File: config.mk
export PLATFORM = sky130hd
export DESIGN_NAME = plot_buffer
export DESIGN_NICKNAME = d
export VERILOG_FILES = /design/src/rtl/plot_buffer.sv
export SDC_FILE = /design/constraint.sdc
export NUM_CORES = 1
export LEC_CHECK = 0
export CAP_MARGIN = 20
export CORE_ASPECT_RATIO = 1.75
export CORE_UTILIZATION = 45
export DETAILED_ROUTE_END_ITERATION = 6
export PLACE_DENSITY = 0.75
export SETUP_SLACK_MARGIN = 0.3
export SYNTH_ARGS = -nofsm -noshare
export SYNTH_HDL_FRONTEND = slang
export SYNTH_SLANG_ARGS = --single-unit
export TNS_END_PERCENT = 20
File: constraint.sdc
create_clock -name clk -period 6.6 [get_ports clk]
set_input_delay 1.32 -clock clk [delete_from_list [all_inputs] [get_ports clk]]
set_output_delay 1.32 -clock clk [all_outputs]
set_load 0.03 [all_outputs]
File: src/rtl/plot_buffer.sv
// Plot FIFO between the drawing stage and the framebuffer write port.
// In-range plots are queued as {address, colour} and drained whenever the arbiter grants the port.
module plot_buffer #(
  parameter int DEPTH    = 8,
  parameter int SCREEN_W = 160,
  parameter int SCREEN_H = 120
) (
  input  logic                     clk,
  input  logic                     rst,
  input  logic [7:0]               vga_x,
  input  logic [6:0]               vga_y,
  input  logic [2:0]               vga_colour,
  input  logic                     vga_plot,
  input  logic                     fb_grant,
  input  logic                     clr_flags,
  output logic [14:0]              fb_addr,
  output logic [2:0]               fb_data,
  output logic                     fb_wren,
  output logic [$clog2(DEPTH):0]   count,
  output logic                     full,
  output logic                     empty,
  output logic                     overflow,
  output logic                     oob
);

  localparam int AW = $clog2(DEPTH);
  localparam int CW = AW + 1;
  localparam logic [AW-1:0] PTR_ONE  = AW'(1);
  localparam logic [CW-1:0] CNT_ONE  = CW'(1);
  localparam logic [CW-1:0] CNT_FULL = CW'(DEPTH);
  localparam logic [CW-1:0] CNT_ZERO = CW'(0);
  localparam logic [8:0]    X_LIM    = 9'(SCREEN_W);
  localparam logic [7:0]    Y_LIM    = 8'(SCREEN_H);
  localparam logic [14:0]   ROW_W    = 15'(SCREEN_W);

  logic [17:0]   mem_q [DEPTH];
  logic [AW-1:0] wr_ptr_q, wr_ptr_d, rd_ptr_q, rd_ptr_d;
  logic [CW-1:0] count_q, count_d;
  logic          ovf_q, ovf_d, oob_q, oob_d;
  logic          in_range_s, push_s, pop_s, full_s, empty_s, drop_s, reject_s;
  logic [14:0]   addr_s;

  always_comb begin
    in_range_s = ({1'b0, vga_x} < X_LIM) && ({1'b0, vga_y} < Y_LIM);
    addr_s     = 15'(vga_y) * ROW_W + 15'(vga_x);
    full_s     = (count_q == CNT_FULL);
    empty_s    = (count_q == CNT_ZERO);
    pop_s      = !empty_s && fb_grant;
    push_s     = vga_plot && in_range_s && (!full_s || pop_s);
    drop_s     = vga_plot && in_range_s && full_s && !pop_s;
    reject_s   = vga_plot && !in_range_s;
  end

  always_comb begin
    wr_ptr_d = push_s ? wr_ptr_q + PTR_ONE : wr_ptr_q;
    rd_ptr_d = pop_s  ? rd_ptr_q + PTR_ONE : rd_ptr_q;
    if (push_s && !pop_s) begin
      count_d = count_q + CNT_ONE;
    end else if (pop_s && !push_s) begin
      count_d = count_q - CNT_ONE;
    end else begin
      count_d = count_q;
    end
    // A setting event in the same cycle takes priority over the clear.
    if (drop_s) begin
      ovf_d = 1'b1;
    end else if (clr_flags) begin
      ovf_d = 1'b0;
    end else begin
      ovf_d = ovf_q;
    end
    if (reject_s) begin
      oob_d = 1'b1;
    end else if (clr_flags) begin
      oob_d = 1'b0;
    end else begin
      oob_d = oob_q;
    end
  end

  always_ff @(posedge clk or posedge rst) begin
    if (rst) begin
      wr_ptr_q <= '0;
      rd_ptr_q <= '0;
      count_q  <= '0;
      ovf_q    <= 1'b0;
      oob_q    <= 1'b0;
    end else begin
      wr_ptr_q <= wr_ptr_d;
      rd_ptr_q <= rd_ptr_d;
      count_q  <= count_d;
      ovf_q    <= ovf_d;
      oob_q    <= oob_d;
    end
  end

  always_ff @(posedge clk) begin
    if (push_s) begin
      mem_q[wr_ptr_q] <= {addr_s, vga_colour};
    end
  end

  // Stale storage is masked while empty so reset drives the write port to zero at once.
  assign fb_wren  = !empty_s;
  assign fb_addr  = empty_s ? 15'd0 : mem_q[rd_ptr_q][17:3];
  assign fb_data  = empty_s ? 3'd0  : mem_q[rd_ptr_q][2:0];
  assign count    = count_q;
  assign full     = full_s;
  assign empty    = empty_s;
  assign overflow = ovf_q;
  assign oob      = oob_q;

endmodule
---- Yosys cells after proc, flatten, opt, wreduce, memory -nomap -nowiden ----
Memory sizes are Yosys's and may differ from the RTL's.
Cells that the tools add are included.
operators by class
  add/subtract/negate cells ............... 5
  multipliers ............................. 1
  divide/modulo/power cells ............... 0
  order comparisons ....................... 2
  eq/ne operators ......................... 1
  shift-type cells ........................ 0
  multiplexer cells ....................... 9
  bitwise gates (word level) .............. 0
  reductions and logical operators ........ 19
operators with widths
  operator                                                              number
  15-bit by 8-bit adder with 15-bit output                              1
  15-bit two-way mux                                                    1
  7-bit by 3-bit multiplier with 10-bit output (second input constant)  1
  1-bit logical AND                                                     9
  8-bit < comparator (second input constant)                            1
  4-bit two-way mux                                                     2
  7-bit < comparator (second input constant)                            1
  3-bit by 1-bit adder with 3-bit output (second input constant)        2
  2-bit nonzero test                                                    3
  1-bit zero test                                                       5
  1-bit two-way mux                                                     5
  4-bit by 1-bit adder with 4-bit output (second input constant)        1
  4-bit equality test (second input constant)                           1
  4-bit zero test                                                       1
  4-bit by 1-bit subtractor with 4-bit output (second input constant)   1
  3-bit two-way mux                                                     1
  1-bit logical OR                                                      1
storage, ports and cells
  bits in registers ....................... 12
  latch bits .............................. 0
  memory bits (writable) .................. 144
  bits in read-only memories .............. 0
  bits of input ports ..................... 23
  output and inout port bits .............. 27
  word-level logic and storage cells ...... 43
  memories ................................ 1
memory list
  memory  depth  bits a word  rd ports  clocked after memory_dff  wr ports  line  RTL
  mem_q   8      18           1         0                         1         36    logic [17:0] mem_q [DEPTH];

---- Logic depth before layout (Yosys ltp) ----
Gate-level depths: netlist (run 1).
  word-level depth ........................ 9
  depth in mapped cells ................... 11
  gate-level depth less buffers ........... 11

---- Worst setup path after synthesis (run 1) ----
OpenSTA, ideal clock, no wires.
  path kind ............................... input -> register
  from .................................... in vga_x[5]
  to ...................................... mem mem_q[0][0], enable pin
  setup time .............................. 416 ps
  data arrival time ....................... 3425 ps
  required time ........................... 6184 ps
  path slack .............................. 2759 ps
  stages .................................. 4
  path buffers ............................ 0
  path through ............................ o21ai_0 -> nand3_1 -> or3_2 -> nor3_1
between the ends
  word-level cells in the longest chain between the ends .. 6
ends and longest elaborated chain
  what                                     line  RTL
  start, declared                          10    input logic [7:0] vga_x,
  8-bit < comparator                       44    in_range_s = ({1'b0, vga_x} < X_LIM) && ({1'b0, vga_y} < Y_LIM);
  1-bit logical AND                        44
  1-bit logical AND (2 in a row)           49    push_s = vga_plot && in_range_s && (!full_s || pop_s);
  1-bit two-way mux                        98    if (push_s) begin
  1-bit two-way mux (not written as such)  99    mem_q[wr_ptr_q] <= {addr_s, vga_colour};
  end, declared                            36
No other way between the ends.

---- Final worst setup path (run 1) ----
  from .................................... reg rd_ptr_q[0]
  to ...................................... out fb_addr[8]
between the ends
  word-level cells in the longest chain between the ends .. 2
ends and longest elaborated chain
  what                    line  RTL
  start, declared         37    logic [AW-1:0] wr_ptr_q, wr_ptr_d, rd_ptr_q, rd_ptr_d;
  start signal, assigned  90    rd_ptr_q <= rd_ptr_d;
  memory 8 x 18 bit       -
  15-bit two-way mux      105   assign fb_addr = empty_s ? 15'd0 : mem_q[rd_ptr_q][17:3];
  end, declared           16    output logic [14:0] fb_addr,
No other way between the ends.

==> qor.csv, run 1 <==
stage,metric,value,unit
run_status,outcome,"finished, final reports clean",
grt,initial antenna violation count,0,
grt,first-pass GRT wire length,19110,um
final_layout,Syn-to-layout area delta,19.80,%
final_layout,layout cells sized above 1,0.2227,
clock_tree,# Post-CTS Setup Buffers,0,
synth,post-synthesis sequential area ratio,0.6983,
power_and_ir_drop,Final Power,3.536,mW
routing,Vias,3382,
grt,GR Util All Layers,0.1765,
die,IO Count,50,
worst_setup_path,Worst R2R Path Depth,10,
synth,asr flop ratio synth,0.07692,
sta,f_max,219.9,MHz
synth,post-synth top area cell,edfxtp_1,
sta,crit share post-route,0.6889,
synth,"FF+latch count, synth",156,
synth,YS warnings,0,
final_layout,ANT cells,0,
grt,largest net degree at the start of global routing,29,
placement,post-DP HPWL,7412,um
final_layout,"Net count, final",462,
placement,dpl ws,2.282,ns
clock_tree,TritonCTS sink count,156,
routing,initial DRC count,287,
routing,via/cell ratio,5.535,
clock_tree,clock latency on the worst-skew pair,0.42,ns
worst_setup_path,CP Launch Point,rd_ptr_q[0],
worst_setup_path,end of the worst register-to-register path,count[3],
clock_tree,root buf cell,clkbuf_16,
clock_tree,CTS hold repair buffers,0,
worst_setup_path,crit path DAT,3.23,ns
die,die height,162.5,um
sta,Rel. slew slack,0.3071,
synth,Post-Syn Instances,351,
clock_tree,clock tree from TritonCTS,done,
routing,Pre-Repair DR Iteration Count,4,
clock_tree,Bufs on Longest Clock Path,2,
worst_setup_path,Startpoint Class,flip-flop,
synth,Synth top cells by count,"144 x edfxtp_1, 36 x mux4_2, 32 x nor2_1",
placement,Port Buf Inserts,49,
placement,gpl congestion,0.7610,
routing,WL per Instance,20.02,um
worst_setup_path,largest fanout on the critical path,28,
sta,Worst Tran Pin Value,1.039,ns
synth,Area contributors post-synth,"edfxtp_1 65%, mux4_2 12%, dfrtp_1 4.5%, ha_1 3.4%, mux2i_1 2.7%",
placement,Post-Place Cells,579,
sta,min cycle time layout,4.547,ns
clock_tree,H-tree levels,4,
sta,RSZ-0062 raised after global routing,false,
grt,vias in the first global route,3596,
routing,DRC viols,0,
sta,final setup margin,2.053,ns
sta,"Setup violations, final",0,
placement,DP Area,0.007356,sq mm
clock_tree,"CTS clk-pin slew, worst paths",0.06,ns
synth,syn nets,395,
synth,"Top FF cell, synth",edfxtp_1,
die,Initial Utilization,0.4609,
die,core area,0.01437,sq mm
synth,"count leader, synth",edfxtp_1,
worst_setup_path,Critical Path End,fb_addr[8],
sta,Final Skew,0.006309,ns
synth,number of synthesized flops with an enable pin,144,
clock_tree,PostCTS Resize Cnt,0,
die,area of the die,0.01523,sq mm
worst_setup_path,Critical Path RT,5.28,ns
min_path,HP Class,reg2reg,
worst_setup_path,crit end category,output pin,
power_and_ir_drop,maximum vdd drop,0.0002112,V
die,die width,93.71,um
worst_setup_path,Setup CP Type,reg2out,
worst_setup_path,R2R Setup Slk,3.92,ns
die,row count,58,
sta,Setup TNS,0,ns
grt,gr ovfl total,0,
final_layout,fill count,1101,
worst_setup_path,worst reg2reg startpoint,count[0],
final_layout,fin area,0.007934,sq mm
sta,fin. max-slew vios,0,
synth,Unique masters post-synth,42,
routing,WL final,12230,um
power_and_ir_drop,power per cell area,445.7,mW/mm^2
synth,mean area per synthesized cell,18.87,sq um
clock_tree,number of buffers created by CTS,17,
sta,Final Hold Vio Count,0,
synth,Synth top area share,0.6529,
synth,Mapped Area,0.006623,sq mm
flow_run,Max Cap Violations,0,
routing,final antenna-violating net count,0,
power_and_ir_drop,leakage,2.752,nW
final_layout,non-filler cells in the finished layout,611,
==> cell families after synthesis <==
kind of cell    count (synthesis)  share of synthesized area
flops                         156                     0.6983
simple gates                   63                    0.04799
mux                            57                     0.1553
buf+inv                        22                    0.01719
fa+ha+maj                      21                    0.04308
xor+xnor                       17                    0.02248
compound gates                 15                    0.01568
==> flip-flops by register name, summed over array words and instances (netlist names) <==
| signal | flops |
|---|---|
| count | 4 |
| mem_q | 144 |
| oob | 1 |
| overflow | 1 |
| rd_ptr_q | 3 |
| wr_ptr_q | 3 |
==> worst min-delay path by stage <==
stage | slack (ns) | cells past startpoint | from | end
floorplan | 0.52 | 1 | wr_ptr_q[2] | wr_ptr_q[2]
global placement | 0.49 | 1 | count[3] | count[3]
detailed placement | 0.51 | 1 | count[3] | count[3]
CTS | 0.52 | 1 | count[3] | count[3]
global route | 0.55 | 1 | count[3] | count[3]
finish | 0.51 | 1 | count[3] | count[3]
==> cells in the final DEF, fill, tap and decap left out, types with 3 or more instances in the layout <==
cell type | Yosys | routed
edfxtp_1 | 144 | 144
clkdlybuf4s50_1 | 0 | 49
mux4_2 | 36 | 36
nor2_1 | 32 | 32
mux2i_1 | 18 | 18
ha_1 | 18 | 18
clkbuf_16 | 0 | 17
xnor2_1 | 11 | 11
dfrtp_1 | 12 | 11
buf_4 | 4 | 11
nand2_1 | 9 | 9
inv_1 | 9 | 9
nand3_1 | 6 | 6
xor2_1 | 6 | 6
o21ai_0 | 5 | 5
inv_6 | 0 | 5
fa_1 | 3 | 3
clkinv_4 | 0 | 3
inv_8 | 0 | 3
==> stage by stage <==
stage               hold slack (ns)    util
CTS                          0.5178  0.5522
finish                       0.5144  0.5522
global route                 0.5484  0.5522
global placement             0.4890  0.5119
floorplan                    0.5174       -
detailed placement           0.5087  0.5119
==> worst max-delay path, cell delays in order, from the launching register on <==
cell             delay, ns
dfrtp_2               0.98
buf_4                 0.39
mux4_2                0.53
mux2i_1               0.19
nor2_1                0.08
clkdlybuf4s50_1       0.61
==> final cells by class <==
cell class,instances,area (sq um),area share
Sequential cell,156,4626,0.5830
Multi-Input combinational cell,173,1894,0.2388
Inverter,10,37.54,0.004731
Tap cell,180,225.2,0.02839
Clock buffer,17,425.4,0.05362
Timing Repair Buffer,60,573.1,0.07223
Clock inverter,15,152.6,0.01924
==> where the power goes <==
group          total [mW]  internal (mW)  switching [mW]
sequential           1.36           1.22           0.132
clock               0.944          0.532           0.412
combinational        1.24          0.593           0.644
total                3.54           2.35            1.19
==> layer usage <==
metal	GRT usage	routed length, um	vias up
met4	0.08112	223	0
met2	0.3215	7019	84
met5	0	0	-
met1	0.1915	4434	1755
met3	0.03828	552	14
li1	-	-	1529
Power figures use the tool's default switching activity.
==> inputs of run 2 (changes only) <==
- clock period: 6.6 -> 4.25 ns (I/O delays scaled with it)
==> run 2 against run 1 <==
Net effect: final cell count shrank 0.33%; routed wire length grew 2.1%; global-route usage increased by 0.57 points; largest cell class unchanged.
==> qor.csv, run 2 (synthesized netlist as in run 1, its figures left out) <==
stage,metric,value,unit,change
final_layout,Syn-to-layout area delta,20.82,%,was 19.80%
routing,initial DRC count,204,,was 287
flow_run,Max Cap Violations,0,,unchanged
final_layout,"Net count, final",463,,was 462
die,IO Count,50,,unchanged
clock_tree,TritonCTS sink count,156,,unchanged
grt,initial antenna violation count,0,,unchanged
worst_setup_path,Setup CP Type,reg2out,,unchanged
routing,Vias,3281,,was 3382
min_path,HP Class,reg2reg,,unchanged
routing,WL per Instance,20.51,um,was 20.02 um
routing,Pre-Repair DR Iteration Count,4,,unchanged
final_layout,most frequent cells in the layout,"144 x edfxtp_1, 49 x clkdlybuf4s50_1, 36 x mux4_2, 32 x nor2_1",,unchanged
sta,fin. max-slew vios,0,,unchanged
power_and_ir_drop,Clock power frac,0.265,,was 0.267
final_layout,Largest register FFs,144,,unchanged
grt,largest net degree at the start of global routing,37,,was 29
final_layout,layout cells sized above 1,0.2168,,was 0.2227
die,area of the die,0.01523,sq mm,unchanged
worst_setup_path,crit end category,output pin,,unchanged
power_and_ir_drop,power per cell area,694.8,mW/mm^2,was 445.7 mW/mm^2
final_layout,Largest Register,mem_q,,unchanged
sta,RSZ-0062 raised after global routing,false,,unchanged
sta,Rel. slew slack,0.4736,,was 0.3071
sta,f_max,273.4,MHz,
final_layout,final core utilization,0.5569,,was 0.5522
power_and_ir_drop,Net Switching,1.794,mW,was 1.187 mW
sta,Worst Tran Pin Value,0.7895,ns,was 1.039 ns
die,row count,58,,unchanged
clock_tree,clock tree from TritonCTS,done,,unchanged
sta,Final Skew,0.01254,ns,was 0.006309 ns
placement,post-DP HPWL,7836,um,was 7412 um
clock_tree,Bufs on Longest Clock Path,2,,unchanged
sta,hold slack,0.5210,ns,was 0.5144 ns
final_layout,"most common cell after layout, fill and taps aside",edfxtp_1,,unchanged
power_and_ir_drop,combinational share of power,0.366,,was 0.350
clock_tree,PostCTS Resize Cnt,0,,unchanged
sta,crit share post-route,0.8607,,
power_and_ir_drop,leakage,2.762,nW,was 2.752 nW
die,core area,0.01437,sq mm,unchanged
clock_tree,root buf cell,clkbuf_16,,unchanged
worst_setup_path,Critical Path RT,3.40,ns,was 5.28 ns
placement,Port Buf Inserts,49,,unchanged
power_and_ir_drop,switching share of power,0.3227,,was 0.3356
clock_tree,clock latency on the worst-skew pair,0.41,ns,was 0.42 ns
grt,vias in the first global route,3658,,was 3596
routing,via/cell ratio,5.388,,was 5.535
routing,final antenna-violating net count,0,,unchanged
clock_tree,H-tree levels,4,,unchanged
run_status,outcome,"finished, final reports clean",,unchanged
grt,first-pass GRT wire length,19790,um,was 19110 um
placement,gpl congestion,0.7876,,was 0.7610
power_and_ir_drop,maximum vdd drop,0.0003934,V,was 0.0002112 V
routing,WL final,12490,um,was 12230 um
sta,"Setup violations, final",0,,unchanged
power_and_ir_drop,sequential power share,0.369,,was 0.383
grt,GR Util All Layers,0.1822,,was 0.1765
worst_setup_path,Startpoint Class,flip-flop,,unchanged
routing,DRC viols,0,,unchanged
sta,min cycle time layout,3.658,ns,
power_and_ir_drop,Int Pwr,3.765,mW,was 2.349 mW
clock_tree,number of buffers created by CTS,17,,unchanged
die,Initial Utilization,0.4609,,unchanged
die,die width,93.71,um,unchanged
sta,Final Hold Vio Count,0,,unchanged
clock_tree,CTS hold repair buffers,0,,unchanged
grt,gr ovfl total,0,,unchanged
die,die height,162.5,um,unchanged
worst_setup_path,largest fanout on the critical path,11,,was 28
final_layout,ANT cells,0,,unchanged
clock_tree,"CTS clk-pin slew, worst paths",0.06,ns,about the same
sta,Setup TNS,0,ns,unchanged
clock_tree,# Post-CTS Setup Buffers,0,,unchanged
worst_setup_path,crit path DAT,2.81,ns,was 3.23 ns
run 2: power groups by stage:
stage               Combinational [mW]  Sequential [mW]  Clock, mW
floorplan                         1.40             2.04          0
global placement                  2.02             2.07          0
detailed placement                2.06             2.08          0
CTS                               2.07             2.05       1.49
global route                      2.18             2.07       1.56
finish                            2.03             2.05       1.47
run 2: worst paths after layout:
check                                 start  slack [ns]  cells after the start     endpoint
worst max-delay path            rd_ptr_q[0]        0.59                      5  fb_addr[10]
worst min-delay path               count[3]        0.52                      1     count[3]
worst max register to register     count[0]        1.57                     11     count[3]
worst min register to register     count[3]        0.52                      1     count[3]
max in group asynchronous               rst        3.14                      2  rd_ptr_q[0]
min in group asynchronous               rst        0.77                      2  rd_ptr_q[1]
run 2: through the flow:
stage | power [mW] | std cells | setup WS [ns] | area (sq um)
finish | 5.559 | 609 | 0.5920 | 8001
CTS | 5.614 | 609 | 0.5645 | 8001
global placement | 4.089 | 580 | 0.6506 | 7426
global route | 5.810 | 609 | 0.4688 | 8001
floorplan | 3.439 | 351 | 0.8792 | 6623
detailed placement | 4.140 | 580 | 0.4041 | 7426
run 2: layout make-up:
type | instances | area, sq um
clock buffers | 17 | 425.4
flip-flops and latches | 156 | 4626
repair buffers | 61 | 643.1
inverters | 10 | 37.54
well taps | 180 | 225.2
clock inverters | 12 | 150.1
multi-input cells | 173 | 1894
fillers | 1114 | 6367
run 2: critical path: stages, from the launching register on:
cell and delay, ns:
dfrtp_2 0.60, buf_4 0.33, mux4_2 0.52, mux2i_1 0.28
nor2_1 0.07, clkdlybuf4s50_1 0.60
run 2: metal layers:
| metal | routed length (um) | track usage | up-vias |
|---|---|---|---|
| met2 | 7039 | 0.3268 | 82 |
| li1 | - | - | 1521 |
| met5 | 0 | 0 | - |
| met1 | 4679 | 0.2042 | 1656 |
| met3 | 430 | 0.03875 | 22 |
| met4 | 342 | 0.08182 | 0 |
